`config.mk`:
```
export PLATFORM = sky130hd
export DESIGN_NAME = serial_subtractor
export DESIGN_NICKNAME = d
export VERILOG_FILES = /design/src/rtl/serial_subtractor.sv
export SDC_FILE = /design/constraint.sdc
export NUM_CORES = 1
export LEC_CHECK = 0
export BUFFER_PORTS_ARGS = -buffer_cell sky130_fd_sc_hd__buf_4
export CORE_UTILIZATION = 58
export CTS_BUF_LIST = sky130_fd_sc_hd__clkbuf_8
export DETAILED_ROUTE_END_ITERATION = 12
export PLACE_DENSITY = 0.82
export SETUP_SLACK_MARGIN = 0.2
export SYNTH_ARGS = -nofsm -noshare
export SYNTH_HDL_FRONTEND = slang
export SYNTH_SLANG_ARGS = --single-unit
```
`constraint.sdc`:
```
create_clock -name sys_clk -period 1.94 [get_ports sys_clk]
set_input_delay 0 -clock sys_clk [delete_from_list [all_inputs] [get_ports sys_clk]]
set_output_delay 0 -clock sys_clk [all_outputs]
set_load 0.01 [all_outputs]
```
`src/rtl/serial_subtractor.sv`:
```
// serial_subtractor
//   Bit-serial WIDTH-bit subtractor. Computes in_a - in_b - bin one bit per
//   clock, LSB first, using a single full-subtractor cell and a borrow flop.
//   A start/busy/done handshake frames each operation. Results are registered
//   and held until the next operation completes.
//
// Ports
//   sys_clk : system clock, rising edge
//   sys_rst : synchronous active-high reset
//   start   : begin an operation (sampled only while idle)
//   in_a    : minuend, captured on the accepting edge
//   in_b    : subtrahend, captured on the accepting edge
//   bin     : borrow-in, captured on the accepting edge
//   busy    : high while bits are being processed
//   done    : one-cycle pulse when diff/bout/ovf become valid
//   diff    : (in_a - in_b - bin) mod 2^WIDTH
//   bout    : borrow-out (unsigned result negative)
//   ovf     : two's-complement signed overflow
module serial_subtractor #(
    parameter int WIDTH = 8
) (
    input  logic             sys_clk,
    input  logic             sys_rst,
    input  logic             start,
    input  logic [WIDTH-1:0] in_a,
    input  logic [WIDTH-1:0] in_b,
    input  logic             bin,
    output logic             busy,
    output logic             done,
    output logic [WIDTH-1:0] diff,
    output logic             bout,
    output logic             ovf
);

    localparam int CW = $clog2(WIDTH);
    localparam logic [CW-1:0] LAST = CW'(WIDTH - 1);

    typedef enum logic [1:0] {
        IDLE,
        RUN,
        DONE
    } state_t;

    state_t           state;
    logic [WIDTH-1:0] a_sr;
    logic [WIDTH-1:0] b_sr;
    logic [WIDTH-1:0] r_sr;
    logic             br;
    logic [CW-1:0]    cnt;
    logic             a_msb;
    logic             b_msb;

    // Full-subtractor cell on the current LSBs
    logic             d_bit;
    logic             br_next;
    logic [WIDTH-1:0] res_next;

    always_comb begin
        d_bit    = a_sr[0] ^ b_sr[0] ^ br;
        br_next  = (~a_sr[0] & b_sr[0]) | (~(a_sr[0] ^ b_sr[0]) & br);
        res_next = {d_bit, r_sr[WIDTH-1:1]};
    end

    always_ff @(posedge sys_clk) begin
        if (sys_rst) begin
            state <= IDLE;
            a_sr  <= '0;
            b_sr  <= '0;
            r_sr  <= '0;
            br    <= 1'b0;
            cnt   <= '0;
            a_msb <= 1'b0;
            b_msb <= 1'b0;
            busy  <= 1'b0;
            done  <= 1'b0;
            diff  <= '0;
            bout  <= 1'b0;
            ovf   <= 1'b0;
        end else begin
            case (state)
                IDLE: begin
                    if (start) begin
                        a_sr  <= in_a;
                        b_sr  <= in_b;
                        br    <= bin;
                        cnt   <= '0;
                        a_msb <= in_a[WIDTH-1];
                        b_msb <= in_b[WIDTH-1];
                        busy  <= 1'b1;
                        state <= RUN;
                    end
                end
                RUN: begin
                    a_sr <= a_sr >> 1;
                    b_sr <= b_sr >> 1;
                    br   <= br_next;
                    r_sr <= res_next;
                    cnt  <= cnt + 1'b1;
                    if (cnt == LAST) begin
                        // d_bit is the result MSB on the final bit
                        diff  <= res_next;
                        bout  <= br_next;
                        ovf   <= (a_msb != b_msb) && (d_bit != a_msb);
                        busy  <= 1'b0;
                        done  <= 1'b1;
                        state <= DONE;
                    end
                end
                DONE: begin
                    done  <= 1'b0;
                    state <= IDLE;
                end
                default: begin
                    state <= IDLE;
                end
            endcase
        end
    end

endmodule

```
# Word-level counts from Yosys, hierarchy flattened
# Index checks and enable logic that the tools add are counted.
# classes
mux,16
addsub,1
eq_ne,7
reduce_logical,10
bitwise_logic,7
# op_table
cell,n
$pmux W8 S2,2
$mux W8,2
$reduce_and A2 Y1,5
$pmux W1 S2,3
$pmux W3 S2,1
$mux W1,4
$mux W2,2
$ne A2 B2 Y1 const B,2
$pmux W2 S2,1
$reduce_bool A2 Y1,2
$add A3 B1 Y3 const B,1
$eq A3 B3 Y1 const B,1
$mux W3,1
$reduce_and A3 Y1,1
$and A1 B1 Y1,2
$eq A2 B1 Y1 const B,1
$eq A2 B2 Y1 const B,1
$logic_not A2 Y1,1
$ne A1 B1 Y1,2
$not A1 Y1,2
$xor A1 B1 Y1,2
$logic_and A1 B1 Y1,1
$or A1 B1 Y1,1
# word_totals
register_bits,44
out_inout_bits,12
word_cells,54
inputBits,20

# Logic depth before layout (Yosys ltp)
# logic_depth
ltp_word,5
ltp_mapped,6
mapped_depth_nobuf,5

# Worst setup path after synthesis
# OpenSTA, ideal clock, no wires.
# synth_timing
path_kind,reg2reg
from,reg b_sr[0]
to,reg ovf
required_ps,1852
t_arrival_ps,1476
setup_ps,88
n_path_buf,0
setup_slack_ps,376
period_less_slack_ps,1564
stages_incl_launch_ff,5
path_cell_list,dfxtp_1 > inv_1 > fa_1 > or3b_1 > a311oi_2
# synth_via
elab_chain_len,4
# synth_rtl
item,line,text
from (decl),46,logic [WIDTH-1:0] b_sr;
from (signal assigned),84,b_sr <= in_b;
from (signal assigned),95,b_sr <= b_sr >> 1;
$xor A1 B1 Y1 (2 in a row),59,d_bit = a_sr[0] ^ b_sr[0] ^ br;
via d_bit,54,logic d_bit;
$ne A1 B1 Y1,103,ovf <= (a_msb != b_msb) && (d_bit != a_msb);
$logic_and A1 B1 Y1,103,
to (signal assigned),103,
to (decl),32,output logic ovf
# The timed path passes the listed nets, and every way through them passes these cells.
# A chain may end at the register's enable or synchronous reset.

# Worst setup path after layout
# Same ends and word-level chain as after synthesis.

==> results.json <==
{
  "r2r_end": "ovf",
  "dieHeight_um": 59.9,
  "worstPathCellList": "inv_1, fa_1, or3b_1, a311oi_2",
  "slowest_stage": "fa_1",
  "cts_tree": "built",
  "p_sw_mw": 0.452,
  "post-synth-top-area-cell": "dfxtp_1",
  "period_needed_ns": 1.66,
  "layout-drive-gt1-share_pct": 34.4,
  "leakage_nw": 0.860,
  "worst_slew_pin_slew_ns": 0.556,
  "combPwrFrac_pct": 13.1,
  "antenna_left": 0,
  "drv_slew": 0,
  "hold_class": "primary input to flip-flop",
  "end_kind": "flip-flop",
  "clkPwrFrac_pct": 31.8,
  "synth_warnings": 0,
  "synth_area_leaders": "dfxtp_1 44%, a211oi_2 10%, mux2i_1 8.8%",
  "relSlewSlack_pct": 62.9,
  "hpwl_mm": 2.50,
  "syn_nets": 218,
  "async_flop_share_pct": 0,
  "area_growth_pct": 14.3,
  "die_w_um": 59.9,
  "worst-r2r-cell-count": 4,
  "layout_commonest_cell": "dfxtp_1",
  "cp-start-kind": "flip-flop",
  "wl_mm": 3.52,
  "total_power_mw": 1.73,
  "power_density_nw_per_um2": 778,
  "gr-usage-all-layers_pct": 21.6,
  "synth_seq_cells": 43,
  "layout_common_cells": "43 x dfxtp_1, 34 x buf_4, 32 x nand2_1",
  "initial_utilization_pct": 62.2,
  "postCtsResizedCells": 0,
  "synth_top_cell_area_share_pct": 44.3,
  "drc": 0,
  "core-area_sq_um": 3130,
  "h-tree-depth": 2,
  "fin_setup_tns_ns": 0,
  "grt_pass1_wl_mm": 5.64,
  "numCtsBuffers": 5,
  "path_max_fanout": 4,
  "grt_max_degree": 44,
  "wl_per_cell_um": 13.1,
  "slowest_delay_ns": 0.52,
  "pwr-share-seq_pct": 55.1,
  "netlist_instances": 195,
  "die_area_sq_um": 3590,
  "dp_cells": 259,
  "grt_pass1_vias": 1333,
  "syn_avg_cell_area_sq_um": 9.97,
  "io_pins": 32,
  "arrival_ns": 1.88,
  "clock_skew_ns": 0.00866,
  "antenna_found_initial": 0,
  "clockBufferDepth": 2,
  "p_sw_share_pct": 26.1,
  "fmax_ghz": 0.602,
  "drt_first_pass_iters": 4,
  "antenna_cells": 0,
  "fin_area_sq_um": 2220,
  "first_iter_violations": 46,
  "crit_type": "flip-flop to flip-flop",
  "finalSetupViolations": 0,
  "grt_overflow": 0,
  "dpl_cell_area_sq_um": 2130,
  "clock-root-buffer": "clkbuf_8",
  "ys_seq_area_share_pct": 44.3,
  "stdcell_count": 268,
  "synthDistinctLibCells": 31,
  "fp-row-count": 20,
  "dr_total_vias": 1435,
  "hold_path_end": "b_sr[7]",
  "nets": 246,
  "period_share_pct": 85.6,
  "worst_slack_ns": 0.279,
  "cts.sink_count": 43,
  "status": "complete, no violations",
  "cap_violations": 0,
  "hold_viol": 0,
  "post-place-ws_ns": 0.292,
  "worstHoldStart": "in_b[7]",
  "vias_per_cell": 5.35,
  "synth_edf_count": 0,
  "netlist_area_sq_um": 1940,
  "gp_congestion": 0.766,
  "rsz0062_at_grt": "no",
  "crit_required_ns": 2.16,
  "peakVddDrop_v": 0.000577,
  "power.internal_mw": 1.28,
  "ys.flop_type": "dfxtp_1",
  "port_buffers": 31,
  "whs_path_depth": 3,
  "r2r_setup_slack_ns": 0.28,
  "clk_transition_reported_paths_ns": 0.08,
  "insertion_delay_ns": 0.30,
  "worst_r2r_startpoint": "b_sr[0]"
}
-- flip-flops by register name, summed over array words and instances, names as in the netlist, 2 cells and up --
signal	count
r_sr	7
diff	8
cnt	3
b_sr	8
a_sr	8
state	2
-- cell usage after synthesis, drive strengths merged, types with 2 or more instances --
| cell | instances |
|---|---|
| a22oi | 2 |
| buf | 12 |
| ha | 2 |
| dfxtp | 43 |
| a211oi | 16 |
| nand3b | 2 |
| clkbuf | 2 |
| mux2i | 17 |
| nor2 | 22 |
| o21bai | 2 |
| a21oi | 21 |
| o21ai | 4 |
| inv | 4 |
| nor2b | 3 |
| nand2b | 4 |
| nand2 | 32 |
-- repair_timing --
action,in CTS,in global routing
setup endpoints to repair,0,0
buffers inserted,0,0
hold buffers,1,0
hold endpoints to repair,1,0
-- critical path: cells and delay by family (launching register included) --
family | cells | cell delay, ns
adder cells (fa/ha/maj) | 1 | 0.52
flip-flops | 1 | 0.35
AO/OA/AOI/OAI | 1 | 0.25
AND/OR/NAND/NOR | 1 | 0.39
buffers and inverters | 1 | 0.07
-- final cells by class --
class / instances / area [sq um]
clock buffer: 5 / 68.8
fill: 245 / 905
tap: 44 / 55.1
timing repair buffer: 35 / 265
clock inverter: 3 / 16.3
inverter: 4 / 15.0
sequential: 43 / 861
multi-input combinational: 134 / 942
-- power groups by stage --
| stage | Sequential, mW | Combinational (mW) | Clock [mW] |
|---|---|---|---|
| final | 0.953 | 0.227 | 0.550 |
| after global routing | 0.959 | 0.249 | 0.594 |
| after CTS | 0.954 | 0.231 | 0.557 |
| after detailed placement | 0.974 | 0.227 | 0 |
| after global placement | 0.971 | 0.216 | 0 |
| after floorplan | 0.966 | 0.188 | 0 |
-- worst max-delay path by stage --
stage,start,end,cells after the start
detailed placement,b_sr[0],ovf,4
floorplan,b_sr[0],ovf,4
finish,b_sr[0],ovf,4
global route,b_sr[0],ovf,4
CTS,b_sr[0],ovf,4
global placement,b_sr[0],ovf,4
-- per-layer routing --
metal / GRT usage (%) / vias to the layer above / share of wire (%)
li1: - / 721 / -
met1: 25.0 / 677 / 45
met2: 36.2 / 25 / 49
met3: 5.19 / 12 / 3.4
met4: 12.3 / 0 / 3.1
met5: 0 / - / 0
-- logic make-up (layout without fill, tap and decap cells) --
group | count (synthesis) | count (layout) | synth area share (%)
compound gates | 47 | 47 | 19.9
fa+ha+maj | 3 | 3 | 2.32
buf+inv | 18 | 47 | 7.27
flops | 43 | 43 | 44.3
mux | 17 | 17 | 8.75
simple gates | 67 | 67 | 17.5
-- metrics by stage --
stage / hold slack (ns) / utilization (%)
after floorplan: 0.159 / -
after global placement: 0.292 / 68.0
after detailed placement: 0.309 / 68.0
after CTS: 0.00274 / 71.1
after global routing: 0.0355 / 71.1
final: 0.00192 / 71.1
Power figures use the tool's default switching activity.
